## config.mk

```make
export PLATFORM = sky130hd
export DESIGN_NAME = alu_operand_stage
export DESIGN_NICKNAME = d
export VERILOG_FILES = /design/src/rtl/alu_operand_stage.sv
export SDC_FILE = /design/constraint.sdc
export NUM_CORES = 1
export LEC_CHECK = 0
export ABC_AREA = 1
export CORE_AREA = 3 3 169 154
export DETAILED_ROUTE_END_ITERATION = 8
export DIE_AREA = 0 0 172 157
export PLACE_DENSITY = 0.67
export SLEW_MARGIN = 20
export SYNTH_ARGS = -nofsm -noshare
export SYNTH_HDL_FRONTEND = slang
export SYNTH_SLANG_ARGS = --single-unit
```

## constraint.sdc

```tcl
create_clock -name i_clk -period 6.07 [get_ports i_clk]
set_input_delay 1.214 -clock i_clk [delete_from_list [all_inputs] [get_ports i_clk]]
set_output_delay 1.214 -clock i_clk [all_outputs]
set_load 0.02 [all_outputs]
```

## src/rtl/alu_operand_stage.sv

```systemverilog
// ALU operand stage: resolves register operands through the EX/WB bypass paths,
// selects the X/Y sources and holds one decoded instruction for the ALU behind a
// valid/ready handshake, with a load-use interlock on the upstream side.
module alu_operand_stage #(
    parameter int STALL_CNT_W = 16
) (
    input  logic                   i_clk,
    input  logic                   i_rst,
    input  logic                   i_flush,

    input  logic                   i_valid,
    output logic                   o_ready,

    input  logic [31:0]            i_pc,
    input  logic [31:0]            i_rs1_data,
    input  logic [31:0]            i_rs2_data,
    input  logic [31:0]            i_imm,
    input  logic [4:0]             i_rs1_addr,
    input  logic [4:0]             i_rs2_addr,
    input  logic [4:0]             i_rd_addr,
    input  logic [2:0]             i_funct3,
    input  logic                   i_funct7b5,
    input  logic                   i_src_a_pc,
    input  logic                   i_src_b_imm,

    input  logic                   i_ex_fwd_valid,
    input  logic [4:0]             i_ex_fwd_rd,
    input  logic [31:0]            i_ex_fwd_data,
    input  logic                   i_wb_fwd_valid,
    input  logic [4:0]             i_wb_fwd_rd,
    input  logic [31:0]            i_wb_fwd_data,

    input  logic                   i_ld_busy,
    input  logic [4:0]             i_ld_rd,

    output logic                   o_valid,
    input  logic                   i_ready,
    output logic [2:0]             o_op,
    output logic                   o_op2,
    output logic [31:0]            o_x,
    output logic [31:0]            o_y,
    output logic [4:0]             o_rd_addr,
    output logic [31:0]            o_pc,
    output logic [STALL_CNT_W-1:0] o_stall_cnt
);

    localparam int NSRC = 2;

    typedef enum logic {
        EMPTY = 1'b0,
        FULL  = 1'b1
    } state_t;

    state_t                 state_reg;
    state_t                 state_next;
    logic [2:0]             op_reg;
    logic                   op2_reg;
    logic [31:0]            x_reg;
    logic [31:0]            y_reg;
    logic [4:0]             rd_reg;
    logic [31:0]            pc_reg;
    logic [STALL_CNT_W-1:0] stall_reg;

    logic [4:0]             rs_addr   [NSRC];
    logic [31:0]            rs_data   [NSRC];
    logic [31:0]            rs_val    [NSRC];
    logic [NSRC-1:0]        src_bypass;
    logic [NSRC-1:0]        ld_hit;

    logic                   hazard;
    logic                   capture;
    logic                   consume;
    logic [31:0]            x_next;
    logic [31:0]            y_next;
    logic                   op2_next;

    assign rs_addr[0]    = i_rs1_addr;
    assign rs_addr[1]    = i_rs2_addr;
    assign rs_data[0]    = i_rs1_data;
    assign rs_data[1]    = i_rs2_data;
    // A source replaced by pc/imm neither needs forwarding nor can cause a load-use stall.
    assign src_bypass[0] = i_src_a_pc;
    assign src_bypass[1] = i_src_b_imm;

    genvar gi;
    generate
        for (gi = 0; gi < NSRC; gi++) begin : g_src
            logic ex_hit;
            logic wb_hit;

            assign ex_hit = i_ex_fwd_valid && (i_ex_fwd_rd != 5'd0) && (i_ex_fwd_rd == rs_addr[gi]);
            assign wb_hit = i_wb_fwd_valid && (i_wb_fwd_rd != 5'd0) && (i_wb_fwd_rd == rs_addr[gi]);

            // x0 is hardwired zero; the younger EX result wins over WB.
            assign rs_val[gi] = (rs_addr[gi] == 5'd0) ? 32'd0         :
                                ex_hit                ? i_ex_fwd_data :
                                wb_hit                ? i_wb_fwd_data :
                                                        rs_data[gi];

            assign ld_hit[gi] = (i_ld_rd == rs_addr[gi]) && !src_bypass[gi];
        end
    endgenerate

    assign hazard  = i_valid && i_ld_busy && (i_ld_rd != 5'd0) && (|ld_hit);

    assign o_valid = (state_reg == FULL);
    assign o_ready = (!o_valid || i_ready) && !hazard;
    assign capture = i_valid && o_ready && !i_flush;
    assign consume = o_valid && i_ready;

    always_comb begin
        state_next = state_reg;
        case (state_reg)
            EMPTY: if (capture) state_next = FULL;
            FULL:  if (consume && !capture) state_next = EMPTY;
            default: state_next = EMPTY;
        endcase
        if (i_flush) state_next = EMPTY;
    end

    always_ff @(posedge i_clk or posedge i_rst) begin
        if (i_rst) begin
            state_reg <= EMPTY;
        end else begin
            state_reg <= state_next;
        end
    end

    always_comb begin
        x_next   = i_src_a_pc  ? i_pc  : rs_val[0];
        y_next   = i_src_b_imm ? i_imm : rs_val[1];
        op2_next = 1'b0;
        // Shifts only use the low five bits of the amount.
        if (i_funct3 == 3'b001 || i_funct3 == 3'b101) begin
            y_next = {27'd0, y_next[4:0]};
        end
        case (i_funct3)
            3'b000:  op2_next = i_funct7b5 && !i_src_b_imm;
            3'b101:  op2_next = i_funct7b5;
            default: op2_next = 1'b0;
        endcase
    end

    always_ff @(posedge i_clk or posedge i_rst) begin
        if (i_rst) begin
            op_reg  <= 3'd0;
            op2_reg <= 1'b0;
            x_reg   <= 32'd0;
            y_reg   <= 32'd0;
            rd_reg  <= 5'd0;
            pc_reg  <= 32'd0;
        end else if (capture) begin
            op_reg  <= i_funct3;
            op2_reg <= op2_next;
            x_reg   <= x_next;
            y_reg   <= y_next;
            rd_reg  <= i_rd_addr;
            pc_reg  <= i_pc;
        end
    end

    // Back-pressure counter: saturates rather than wrapping so long stalls stay visible.
    always_ff @(posedge i_clk or posedge i_rst) begin
        if (i_rst) begin
            stall_reg <= '0;
        end else if (o_valid && !i_ready && (stall_reg != {STALL_CNT_W{1'b1}})) begin
            stall_reg <= stall_reg + 1'b1;
        end
    end

    assign o_op        = op_reg;
    assign o_op2       = op2_reg;
    assign o_x         = x_reg;
    assign o_y         = y_reg;
    assign o_rd_addr   = rd_reg;
    assign o_pc        = pc_reg;
    assign o_stall_cnt = stall_reg;

endmodule

```

### Word level (Yosys, flattened, before mapping)

Index checks and enable logic that the tools add are counted.

* magnitude comparators: 0
* reduce and logical (&&, ||, !) cells: 35
* add/sub/neg operators: 1
* bitwise logic cells: 1
* equal/unequal tests: 9
* muxes and demuxes: 14
* divide/modulo/power cells: 0
* shift-type cells: 0
* multiply operators: 0

Operator list (number)
* two-way mux 32 bit: 9
* == test 5 bit: 6
* logical AND 1 bit: 19
* adder 16 x 1 -> 16 bit, second input constant: 1
* != test 16 bit, second input constant: 1
* nonzero test 5 bit: 3
* zero test 5 bit: 2
* zero test 1 bit: 7
* one-hot mux 1 bit (2 select lines): 2
* == test 3 x 1 -> 1 bit, second input constant: 1
* == test 3 bit, second input constant: 1
* zero test 3 bit: 1
* two-way mux 1 bit: 3
* logical OR 1 bit: 2
* OR reduction 2 bit: 1
* NOT 1 bit: 1

* bits of input ports: 236
* output and inout bits: 123
* bits in registers: 122
* latch bits: 0
* bits in read-only memories: 0
* RAM bits: 0
* memories: 0

### Logic depth before layout (Yosys ltp)

* depth in word-level cells: 13
* gate-level depth with buffers: 13
* mapped depth without buffers: 12

### Least setup slack after synthesis

No wires, ideal clock.

* path kind: input to output
* start point: input port i_src_b_imm
* end point: output port o_ready
* required time: 4.856 ns
* data arrival time: 1.886 ns
* cell stages on the path: 9
* path slack: 2.970 ns
* path buffers: 1
* cells stage by stage: buf_2 > inv_1 > o21ai_0 > nor2_1 > nand3_1 > nand2_1 > nand2_1 > nand2_1 > inv_1

* cells in the longest elaborated chain, start to end: 6

Ends and longest elaborated chain
* start, declared: line 24 `input logic i_src_b_imm,`
* zero test 1 bit: line 100 `assign ld_hit[gi] = (i_ld_rd == rs_addr[gi]) && !src_bypass[gi];`
* logical AND 1 bit: line 100
* OR reduction 2 bit: line 104 `assign hazard = i_valid && i_ld_busy && (i_ld_rd != 5'd0) && (|ld_hit);`
* logical AND 1 bit: line 104
* zero test 1 bit: line 107 `assign o_ready = (!o_valid || i_ready) && !hazard;`
* logical AND 1 bit: line 107
* end, declared: line 12 `output logic o_ready,`

No other way between the ends.

### Final worst setup path

* start point: input port i_rs1_addr[4]
* end point: output port o_ready

* cells in the longest elaborated chain, start to end: 6

Ends and longest elaborated chain
* start, declared: line 18 `input logic [4:0] i_rs1_addr,`
* == test 5 bit: line 100
* logical AND 1 bit: line 100
* OR reduction 2 bit: line 104
* logical AND 1 bit: line 104
* zero test 1 bit: line 107
* logical AND 1 bit: line 107

No other way between the ends.

==> flow_summary.ini <==
[cts]
cts_hold_buf = 0
cts-root-buf = clkbuf_16
path_clk_slew_ps = 60
cts_sinks = 122
clockBufferDepth = 2
cts_buffers = 17
cts_resized = 0
htreeDepth = 4
insertion_delay_ps = 420
cts_tree = yes
post_cts_buffers = 0

[routing]
num_vias = 9781
antenna_left = 0
drtPass1Iterations = 5
routedWlPerCell_microns = 18.0
drt_iter0_drc = 797
drt-total-wl_microns = 36600
drc = 0
via_per_inst = 4.82

[synth]
synth_area_sq_mm = 0.00851
synth_cells = 1392
syn-num-nets = 1629
yosysWarnings = 0
yosys.cell_types.count = 27
synth_seq_area_share = 0.359
syn_avg_cell_area_sq_um = 6.11
synth.ff_latch_count = 122

[sta]
worst_pin_slew_ps = 1070
max_freq_mhz = 229
period_minus_slack_ps = 4360
tns_ps = 0
final_hold_viol_count = 0
setup_viol = 0
max_slew_margin = 0.280
rsz0062_at_grt = no
period_share = 0.718
slew_violations = 0
fin_skew_ps = 5.70

[cells_and_area]
fin_area_sq_mm = 0.0128
final_nets = 1942
final_layout_size_suffix_gt1_frac = 0.0367
final_cell_mix = nand2_1 (590), clkdlybuf4s50_1 (357), inv_1 (223), nand3_1 (176), dfrtp_1 (122)
fillCellCount = 2452
final_common_cell = nand2_1
syn_to_final_growth_pct = 50.7

[floorplanning]
ios = 359
rows = 54
die_h_microns = 157
dieArea_sq_mm = 0.0270
start_util = 0.350
die_width_microns = 172
core_area_sq_mm = 0.0243

[global_routing]
antenna_found_initial = 8
grt_max_degree = 67
grtUsageTotal = 0.267
grt_pass1_wl_microns = 55400
grt_overflow = 0
first_global_vias = 9730

[worst_setup_path]
cp-start-kind = input port
worstPathArrival_ps = 3150
cp_max_fo = 5
critical_path_class = in2out
crit_required_ps = 4860
max_stage_delay_ps = 620
cp-end-kind = output port
cp_common_cell = nand2_1
cp.buffers_inverters = 4
worstPathCellList = clkdlybuf4s50_1 > inv_2 > nand2_1 > nand2_1 > nor2_1 > nand3_1 > nand2_1 > nand2_1 > nand2_1 > inv_1 > clkdlybuf4s50_1
crit_path_top_delay_cell = clkdlybuf4s50_1
cpLargestDelayFamily = buffers and inverters

[placed_design]
io_buffers = 358
place_area_sq_mm = 0.0123
dpl.hpwl_microns = 26700
place_congestion = 0.920

[pwr]
irDropWorstVdd_mv = 0.174
p_per_area_mw_per_mm2 = 245
power_leakage_nw = 6.95

[run]
drv_cap = 0

[hold_path]
hold_path_class = reg2reg

[outcome]
status = finished, final reports clean
[registers in the layout, summed over array words and instances (netlist names)]
signal       count
o_y             32
o_valid          1
o_op             3
o_x             32
o_rd_addr        5
o_stall_cnt     16
o_pc            32
o_op2            1
[tightest hold or removal path: stages, from the launching register on]
cell and delay, ps:
dfrtp_1 340, nand2_1 50, nand2_1 50
[layer usage]
metal | routed length [microns] | vias up | track usage
met5 | 69 | - | 0
met4 | 808 | 10 | 0.0787
met3 | 2930 | 55 | 0.0696
met2 | 17200 | 395 | 0.439
met1 | 15600 | 4466 | 0.347
li1 | - | 4855 | -
[cell type report]
type	instances	area, sq um	area share
multi-input combinational	963	4280	0.333
timing repair buffer	370	3670	0.286
sequential	122	3050	0.238
inverter	231	872	0.0680
clock buffer	19	433	0.0338
tap	308	385	0.0301
clock inverter	13	123	0.00956
antenna	5	12.5	0.000976
[path summary, 6_finish.rpt]
| check | startpoint | end | slack (ps) | cells after the start |
|---|---|---|---|---|
| min in group asynchronous | i_rst | o_pc[6]$_DFFE_PP0N_ | 1270 | 2 |
| setup reg to reg | o_valid$_DFF_PP0_ | o_y[26]$_DFFE_PP0N_ | 3640 | 7 |
| hold / removal | o_pc[5]$_DFFE_PP0N_ | o_pc[5]$_DFFE_PP0N_ | 480 | 2 |
| max in group asynchronous | i_rst | o_pc[20]$_DFFE_PP0N_ | 3570 | 3 |
| hold reg to reg | o_pc[5]$_DFFE_PP0N_ | o_pc[5]$_DFFE_PP0N_ | 480 | 2 |
| setup / recovery | i_rs1_addr[4] | o_ready | 1710 | 11 |
[Yosys cell counts]
| cell type | number | area (sq um) |
|---|---|---|
| nor2_4 | 1 | 11.3 |
| a31oi_1 | 1 | 6.26 |
| nand4_1 | 37 | 231 |
| nor2_2 | 3 | 18.8 |
| inv_1 | 226 | 848 |
| o21ai_0 | 11 | 55.1 |
| nand2_1 | 591 | 2220 |
| nand3b_1 | 2 | 15.0 |
| buf_2 | 36 | 180 |
| a21oi_1 | 33 | 165 |
| nor4_1 | 2 | 12.5 |
| nor3_1 | 6 | 30.0 |
| inv_2 | 5 | 18.8 |
| xor2_1 | 16 | 140 |
| buf_1 | 3 | 11.3 |
| or2_2 | 1 | 6.26 |
| nor2_1 | 60 | 225 |
| nand3_2 | 1 | 10.0 |
| nand3_1 | 177 | 886 |
| buf_4 | 6 | 45.0 |
| ha_1 | 1 | 12.5 |
| a21oi_2 | 2 | 17.5 |
| buf_6 | 4 | 45.0 |
| o21ai_1 | 4 | 20.0 |
| xnor2_1 | 14 | 123 |
| dfrtp_1 | 122 | 3050 |
| clkbuf_1 | 27 | 101 |
[cells by family (layout without fill, tap and decap cells)]
| logic type | after synthesis | in the layout | share of synthesized area |
|---|---|---|---|
| compound gates | 51 | 51 | 0.0310 |
| xor+xnor | 30 | 30 | 0.0309 |
| fa+ha+maj | 1 | 1 | 0.00147 |
| buf+inv | 307 | 633 | 0.147 |
| flops | 122 | 122 | 0.359 |
| other cells | 0 | 5 | 0 |
| simple gates | 881 | 881 | 0.431 |
[report_power, final]
part / switching, W / internal (W)
registers: 0.000105 / 0.000949
logic: 0.000596 / 0.000503
clock network: 0.000423 / 0.000567
[per-stage QoR]
stage	setup WS [ps]	utilization	hold WS [ps]	std cells	power, W
4_1_cts	1730	0.527	481	2026	0.00317
3_5_place_dp	1730	0.504	464	1994	0.00217
5_1_grt	1560	0.527	491	2029	0.00331
6_report	1710	0.527	478	2031	0.00314
3_3_place_gp	1640	0.504	461	1994	0.00216
2_1_floorplan	1610	-	584	1392	0.00158
(Power assumes the default switching activity.)
